--- config.mk ---
export PLATFORM = sky130hd
export DESIGN_NAME = inning_ctrl
export DESIGN_NICKNAME = d
export VERILOG_FILES = /design/src/rtl/inning_ctrl.sv
export SDC_FILE = /design/constraint.sdc
export NUM_CORES = 1
export LEC_CHECK = 0
export ABC_AREA = 1
export CAP_MARGIN = 25
export CORE_ASPECT_RATIO = 0.7
export CORE_UTILIZATION = 55
export CTS_BUF_LIST = sky130_fd_sc_hd__clkbuf_16
export CTS_CLUSTER_SIZE = 14
export DETAILED_ROUTE_END_ITERATION = 6
export PLACE_DENSITY = 0.81
export SLEW_MARGIN = 20
export SYNTH_ARGS = -nofsm -noshare
export SYNTH_HDL_FRONTEND = slang
export SYNTH_SLANG_ARGS = --single-unit
--- constraint.sdc ---
create_clock -name clk_divided -period 3.84 [get_ports clk_divided]
set_input_delay 0.768 -clock clk_divided [delete_from_list [all_inputs] [get_ports clk_divided]]
set_output_delay 0.768 -clock clk_divided [all_outputs]
set_load 0.02 [all_outputs]
--- src/rtl/inning_ctrl.sv ---
// Inning/half-inning sequencer and scoreboard for one baseball game.
// Optional feature: define EXTRA_INNINGS_EN to play tied games on up to MAX_INNINGS.
module inning_ctrl #(
    parameter int unsigned NUM_INNINGS = 9,
    parameter int unsigned MAX_INNINGS = 12
) (
    input  logic       clk_divided,
    input  logic       reset_n,
    input  logic       start_pulse,
    input  logic       change_pulse,
    input  logic       run_pulse,
    input  logic [2:0] run_count,
    output logic       batting_team,
    output logic [3:0] inning,
    output logic       play_en,
    output logic       game_over,
    output logic [1:0] winner,
    output logic [6:0] score0,
    output logic [6:0] score1
);

    typedef enum logic [1:0] {
        ST_IDLE      = 2'd0,
        ST_TOP       = 2'd1,
        ST_BOTTOM    = 2'd2,
        ST_GAME_OVER = 2'd3
    } state_t;

    // An out-of-range NUM_INNINGS is clamped to the hard cap so regulation can always end.
    localparam logic [3:0] REG_LAST_C = (NUM_INNINGS > MAX_INNINGS) ? 4'(MAX_INNINGS)
                                                                   : 4'(NUM_INNINGS);
`ifdef EXTRA_INNINGS_EN
    localparam logic [3:0] MAX_INN_C  = 4'(MAX_INNINGS);
`endif

    localparam logic [1:0] WIN_NONE_C  = 2'b00;
    localparam logic [1:0] WIN_TEAM0_C = 2'b01;
    localparam logic [1:0] WIN_TEAM1_C = 2'b10;

    // Saturating score add; the display only holds two decimal digits.
    function automatic logic [6:0] sat_add(input logic [6:0] a, input logic [2:0] b);
        logic [7:0] sum;
        sum = {1'b0, a} + {5'b00000, b};
        if (sum > 8'd99) begin
            return 7'd99;
        end else begin
            return sum[6:0];
        end
    endfunction

    state_t     state_q, state_d;
    logic       batting_team_q, batting_team_d;
    logic [3:0] inning_q, inning_d;
    logic       play_en_q, play_en_d;
    logic       game_over_q, game_over_d;
    logic [1:0] winner_q, winner_d;
    logic [6:0] score0_q, score0_d;
    logic [6:0] score1_q, score1_d;
    logic       reg_done_s;
    logic       home_leads_s;

    // Next-state, score and output computation; all transition checks see the credited runs.
    always_comb begin
        state_d        = state_q;
        batting_team_d = batting_team_q;
        inning_d       = inning_q;
        winner_d       = winner_q;
        score0_d       = score0_q;
        score1_d       = score1_q;
        reg_done_s     = (inning_q >= REG_LAST_C);

        if ((state_q == ST_TOP || state_q == ST_BOTTOM) && run_pulse) begin
            if (batting_team_q) begin
                score1_d = sat_add(score1_q, run_count);
            end else begin
                score0_d = sat_add(score0_q, run_count);
            end
        end else begin
            score0_d = score0_q;
        end
        home_leads_s = (score1_d > score0_d);

        case (state_q)
            ST_IDLE, ST_GAME_OVER: begin
                if (start_pulse) begin
                    state_d        = ST_TOP;
                    inning_d       = 4'd1;
                    batting_team_d = 1'b0;
                    winner_d       = WIN_NONE_C;
                    score0_d       = 7'd0;
                    score1_d       = 7'd0;
                end else begin
                    state_d = state_q;
                end
            end
            ST_TOP: begin
                if (change_pulse) begin
                    if (reg_done_s && home_leads_s) begin
                        state_d  = ST_GAME_OVER;
                        winner_d = WIN_TEAM1_C;
                    end else begin
                        state_d        = ST_BOTTOM;
                        batting_team_d = 1'b1;
                    end
                end else begin
                    state_d = ST_TOP;
                end
            end
            ST_BOTTOM: begin
                // Walk-off wins over a simultaneous third out.
                if (reg_done_s && home_leads_s) begin
                    state_d  = ST_GAME_OVER;
                    winner_d = WIN_TEAM1_C;
                end else if (change_pulse) begin
                    if (!reg_done_s) begin
                        state_d        = ST_TOP;
                        inning_d       = inning_q + 4'd1;
                        batting_team_d = 1'b0;
                    end else if (score0_d != score1_d) begin
                        state_d  = ST_GAME_OVER;
                        winner_d = (score0_d > score1_d) ? WIN_TEAM0_C : WIN_TEAM1_C;
                    end else begin
`ifdef EXTRA_INNINGS_EN
                        if (inning_q < MAX_INN_C) begin
                            state_d        = ST_TOP;
                            inning_d       = inning_q + 4'd1;
                            batting_team_d = 1'b0;
                        end else begin
                            state_d  = ST_GAME_OVER;
                            winner_d = WIN_NONE_C;
                        end
`else
                        state_d  = ST_GAME_OVER;
                        winner_d = WIN_NONE_C;
`endif
                    end
                end else begin
                    state_d = ST_BOTTOM;
                end
            end
            default: begin
                state_d = ST_IDLE;
            end
        endcase

        play_en_d   = (state_d == ST_TOP) || (state_d == ST_BOTTOM);
        game_over_d = (state_d == ST_GAME_OVER);
    end

    // State and registered-output flops.
    always_ff @(posedge clk_divided or negedge reset_n) begin
        if (!reset_n) begin
            state_q        <= ST_IDLE;
            batting_team_q <= 1'b0;
            inning_q       <= 4'd0;
            play_en_q      <= 1'b0;
            game_over_q    <= 1'b0;
            winner_q       <= 2'b00;
            score0_q       <= 7'd0;
            score1_q       <= 7'd0;
        end else begin
            state_q        <= state_d;
            batting_team_q <= batting_team_d;
            inning_q       <= inning_d;
            play_en_q      <= play_en_d;
            game_over_q    <= game_over_d;
            winner_q       <= winner_d;
            score0_q       <= score0_d;
            score1_q       <= score1_d;
        end
    end

    assign batting_team = batting_team_q;
    assign inning       = inning_q;
    assign play_en      = play_en_q;
    assign game_over    = game_over_q;
    assign winner       = winner_q;
    assign score0       = score0_q;
    assign score1       = score1_q;

endmodule

==> results.ini <==
[routing]
routed_via_density=5.07
vias=2021
wl_mm=4.81
ant_nets=0
routedWlPerCell_um=12.0
drc=0
drt_pass1_iterations=4
drt_iter0_markers=105

[place]
gp_congestion=0.964
io_buffer_count=30
place_hpwl_mm=3.80
dpl_worst_slack_ps=-182
place_inst=392

[pwr]
total_power_mw=2.25
p_sw_mw=1.09
clkPwrFrac_pct=10.4
p_leak_nw=1.43
pwr-share-seq_pct=20.4
ir_worst_vdd_mv=0.786
p_comb_share_pct=69.2
internal-power_mw=1.15
powerDensity_nw_per_um2=831
switching_share_pct=48.7

[critical_path]
ff2ff_setup_slack_ps=740
worstPathMaxFanout=5
worstSetupPathType=in -> reg
worst-path-buf-inv=6
slowest_stage=clkdlybuf4s50_1
worst_ep_required_time_ps=3980
arrival_ps=3660
reg2reg_to=play_en$_DFF_PN0_
reg2reg_depth=23
setup.worst_path.start_class=input pin
max_stage_delay_ps=470
crit_chain=clkdlybuf4s50_1 > ha_1 > inv_1 > nand2_1 > nand3_1 > nand2_1 > nand2_1 > nor2_2 > a21oi_1 > a22oi_2 > inv_1 > ha_1 > inv_1 > nor2_1 > nand3_1 > inv_1 > nand2_2 > nand3_1 > nand2_1 > inv_2 > a21oi_2 > ha_1
crit_path_end_kind=flip-flop
r2r-start=score1[0]$_DFF_PN0_
critical-path-top-delay-family=simple AND/OR/NAND/NOR gates

[yosys]
synthMuxAreaShare_pct=0
synthAdderAreaFrac_pct=11.6
synth_area_um2=2080
synth_seq_cells=25
synth-seq-area-share_pct=30.1
syn_area_per_cell_um2=6.99
synth_xor_area_share_pct=2.59
netlist_top_cells_area=dfrtp_1 (30%), nand2_1 (13%), inv_1 (10%)
synthSimpleGateAreaFrac_pct=37.2
yosys_warnings=0
synth_edf_count=0
synth_top_area_share_pct=30.1
yosys.area.top_type=dfrtp_1
syn-num-nets=323
synth_top_family_by_area=simple AND/OR/NAND/NOR gates
yosys_most_used_dff=dfrtp_1
yosysMostFrequentCell=nand2_1
postSynthCellCount=297
synth_cell_types=26
async_flop_share_pct=100
synth_common_cells=nand2_1 (72), inv_1 (56), nor2_1 (29)
synth_compound_area_share_pct=7.53

[final_layout]
syn2layout_area_growth_pct=30.1
n_antenna_cell=0
drive_gt1_share_pct=20.3
nFillCells=293
fin_nets=376
finalNonFillerCells=399

[clocking]
htree_levels=1
cts_buffers=3
cts_tree=yes
clk_latency_ps=260
clock_sinks=25
root_buffer=clkbuf_16
clockBufferDepth=2
clkTransAtPathRegs_ps=70

[grt]
grt.total_usage_pct=26.3
antenna_found_initial=0
grt_pass1_wl_mm=7.78
grt_max_degree=26
gr-total-overflow=0
grt_pass1_vias=1731

[timing]
worst_pin_slew_ps=573
slew_headroom_pct=61.8
finalMaxSlewViolations=0
period_minus_slack_ps=3520
max_freq_mhz=284
setup_ws_ps=322
hold_viol_final=0
skew_ps=5.43
setup_viol=0
whs_ps=487
tns_ps=0
rsz0062_at_grt=no
fin_crit_sh_pct=91.6

[worst_hold_path]
hold_class=reg -> reg
min_path_cells=2
worstHoldStart=winner[0]$_DFFE_PN0P_
hold_path_end=winner[0]$_DFFE_PN0P_

[floorplan]
rows=18
die-area_um2=4030
coreArea_um2=3560
die-width_um=75.5
dieHeight_um=53.4
boundaryPins=31
initial_core_util_pct=58.4

[run]
cap_violations=0

[status]
outcome=finished, final reports clean

final cells by class:
| cell class | instances | area (um2) | share of cell area, % |
|---|---|---|---|
| sequential | 25 | 626 | 23.1 |
| tap | 50 | 62.6 | 2.31 |
| inverter | 60 | 225 | 8.33 |
| timing repair buffer | 49 | 448 | 16.6 |
| clock inverter | 1 | 7.51 | 0.278 |
| clock buffer | 3 | 75.1 | 2.78 |
| multi-input combinational | 211 | 1260 | 46.6 |
sequential cells by signal, indices dropped and copies added (netlist names):
signal and cells:
score0 7, winner 2, state_q 2, inning 4, game_over 1, score1 7, play_en 1, batting_team 1
timing repair:
| item | 4_1_cts | 5_1_grt |
|---|---|---|
| hold buffers | 0 | 0 |
| setup endpoints to repair | 0 | 5 |
| setup buffers | 0 | 3 |
| gates resized for setup | 0 | 16 |
worst max-delay path by stage:
stage / startpoint / end / slack [ps] / cells after the start
3_3_place_gp: run_count[0] / play_en$_DFF_PN0_ / -130 / 24
3_5_place_dp: run_count[0] / play_en$_DFF_PN0_ / -180 / 24
5_1_grt: run_count[2] / play_en$_DFF_PN0_ / 20 / 22
2_1_floorplan: run_count[0] / play_en$_DFF_PN0_ / 490 / 23
4_1_cts: run_count[0] / play_en$_DFF_PN0_ / 60 / 24
6_report: run_count[2] / play_en$_DFF_PN0_ / 320 / 22
power by group through the flow:
stage / Combinational [mW] / Clock [mW] / Sequential (mW)
floorplan: 0.897 / 0 / 0.546
global placement: 1.45 / 0 / 0.460
detailed placement: 1.49 / 0 / 0.462
CTS: 1.50 / 0.237 / 0.457
global route: 1.74 / 0.243 / 0.471
finish: 1.55 / 0.234 / 0.459
cell usage in the layout, fill, tap and decap left out, types with 2 or more instances in the layout:
cell type	instances
dfrtp_1	25
clkdlybuf4s50_1	28
xnor2_1	2
nand3_2	7
inv_2	5
clkbuf_16	3
nor2_2	4
nor2_4	2
nand2_1	68
fa_2	2
inv_1	55
or2_2	4
ha_1	15
a21oi_1	10
nand3_1	27
buf_4	19
o21ai_0	6
dlymetal6s2s_1	2
o22ai_1	4
nand4_1	3
nor2_1	29
nand2_2	15
layer usage:
metal / track usage [%] / share of wire, % / vias up
li1: - / - / 1034
met5: 0 / 0 / -
met4: 2.47 / 0.29 / 0
met3: 5.90 / 6.7 / 2
met1: 38.7 / 48 / 922
met2: 40.5 / 45 / 63
per-stage QoR:
stage               instance area (um2)  util, %
floorplan                          2080        -
global placement                   2560     71.8
detailed placement                 2560     71.8
CTS                                2640     74.2
global route                       2700     75.9
finish                             2700     75.9
logic make-up after synthesis:
kind of cell               after synthesis
AOI/OAI and AO/OA                       28
xor gates and xnor gates                 4
adders and majority gates               18
buffers and inverters                   61
DFF                                     25
and+or+nand+nor                        161
worst register-to-register path, cell delays in order (launching register included):
cell and delay, ps:
dfrtp_1 420, ha_2 210, fa_2 370, nand2_1 80
nand2_2 80, nand2_1 70, nand2_1 50, nand2_1 80
nand3_1 90, nand2_2 90, nand2_2 60, or2_2 280
o21ai_2 70, inv_1 60, ha_1 170, inv_1 60
nand3_2 80, nand2_2 80, nand2_2 60, nand3_1 70
nand2_1 60, inv_2 60, a21oi_2 50, ha_1 270
No activity file was read; power rests on OpenSTA's default activity.
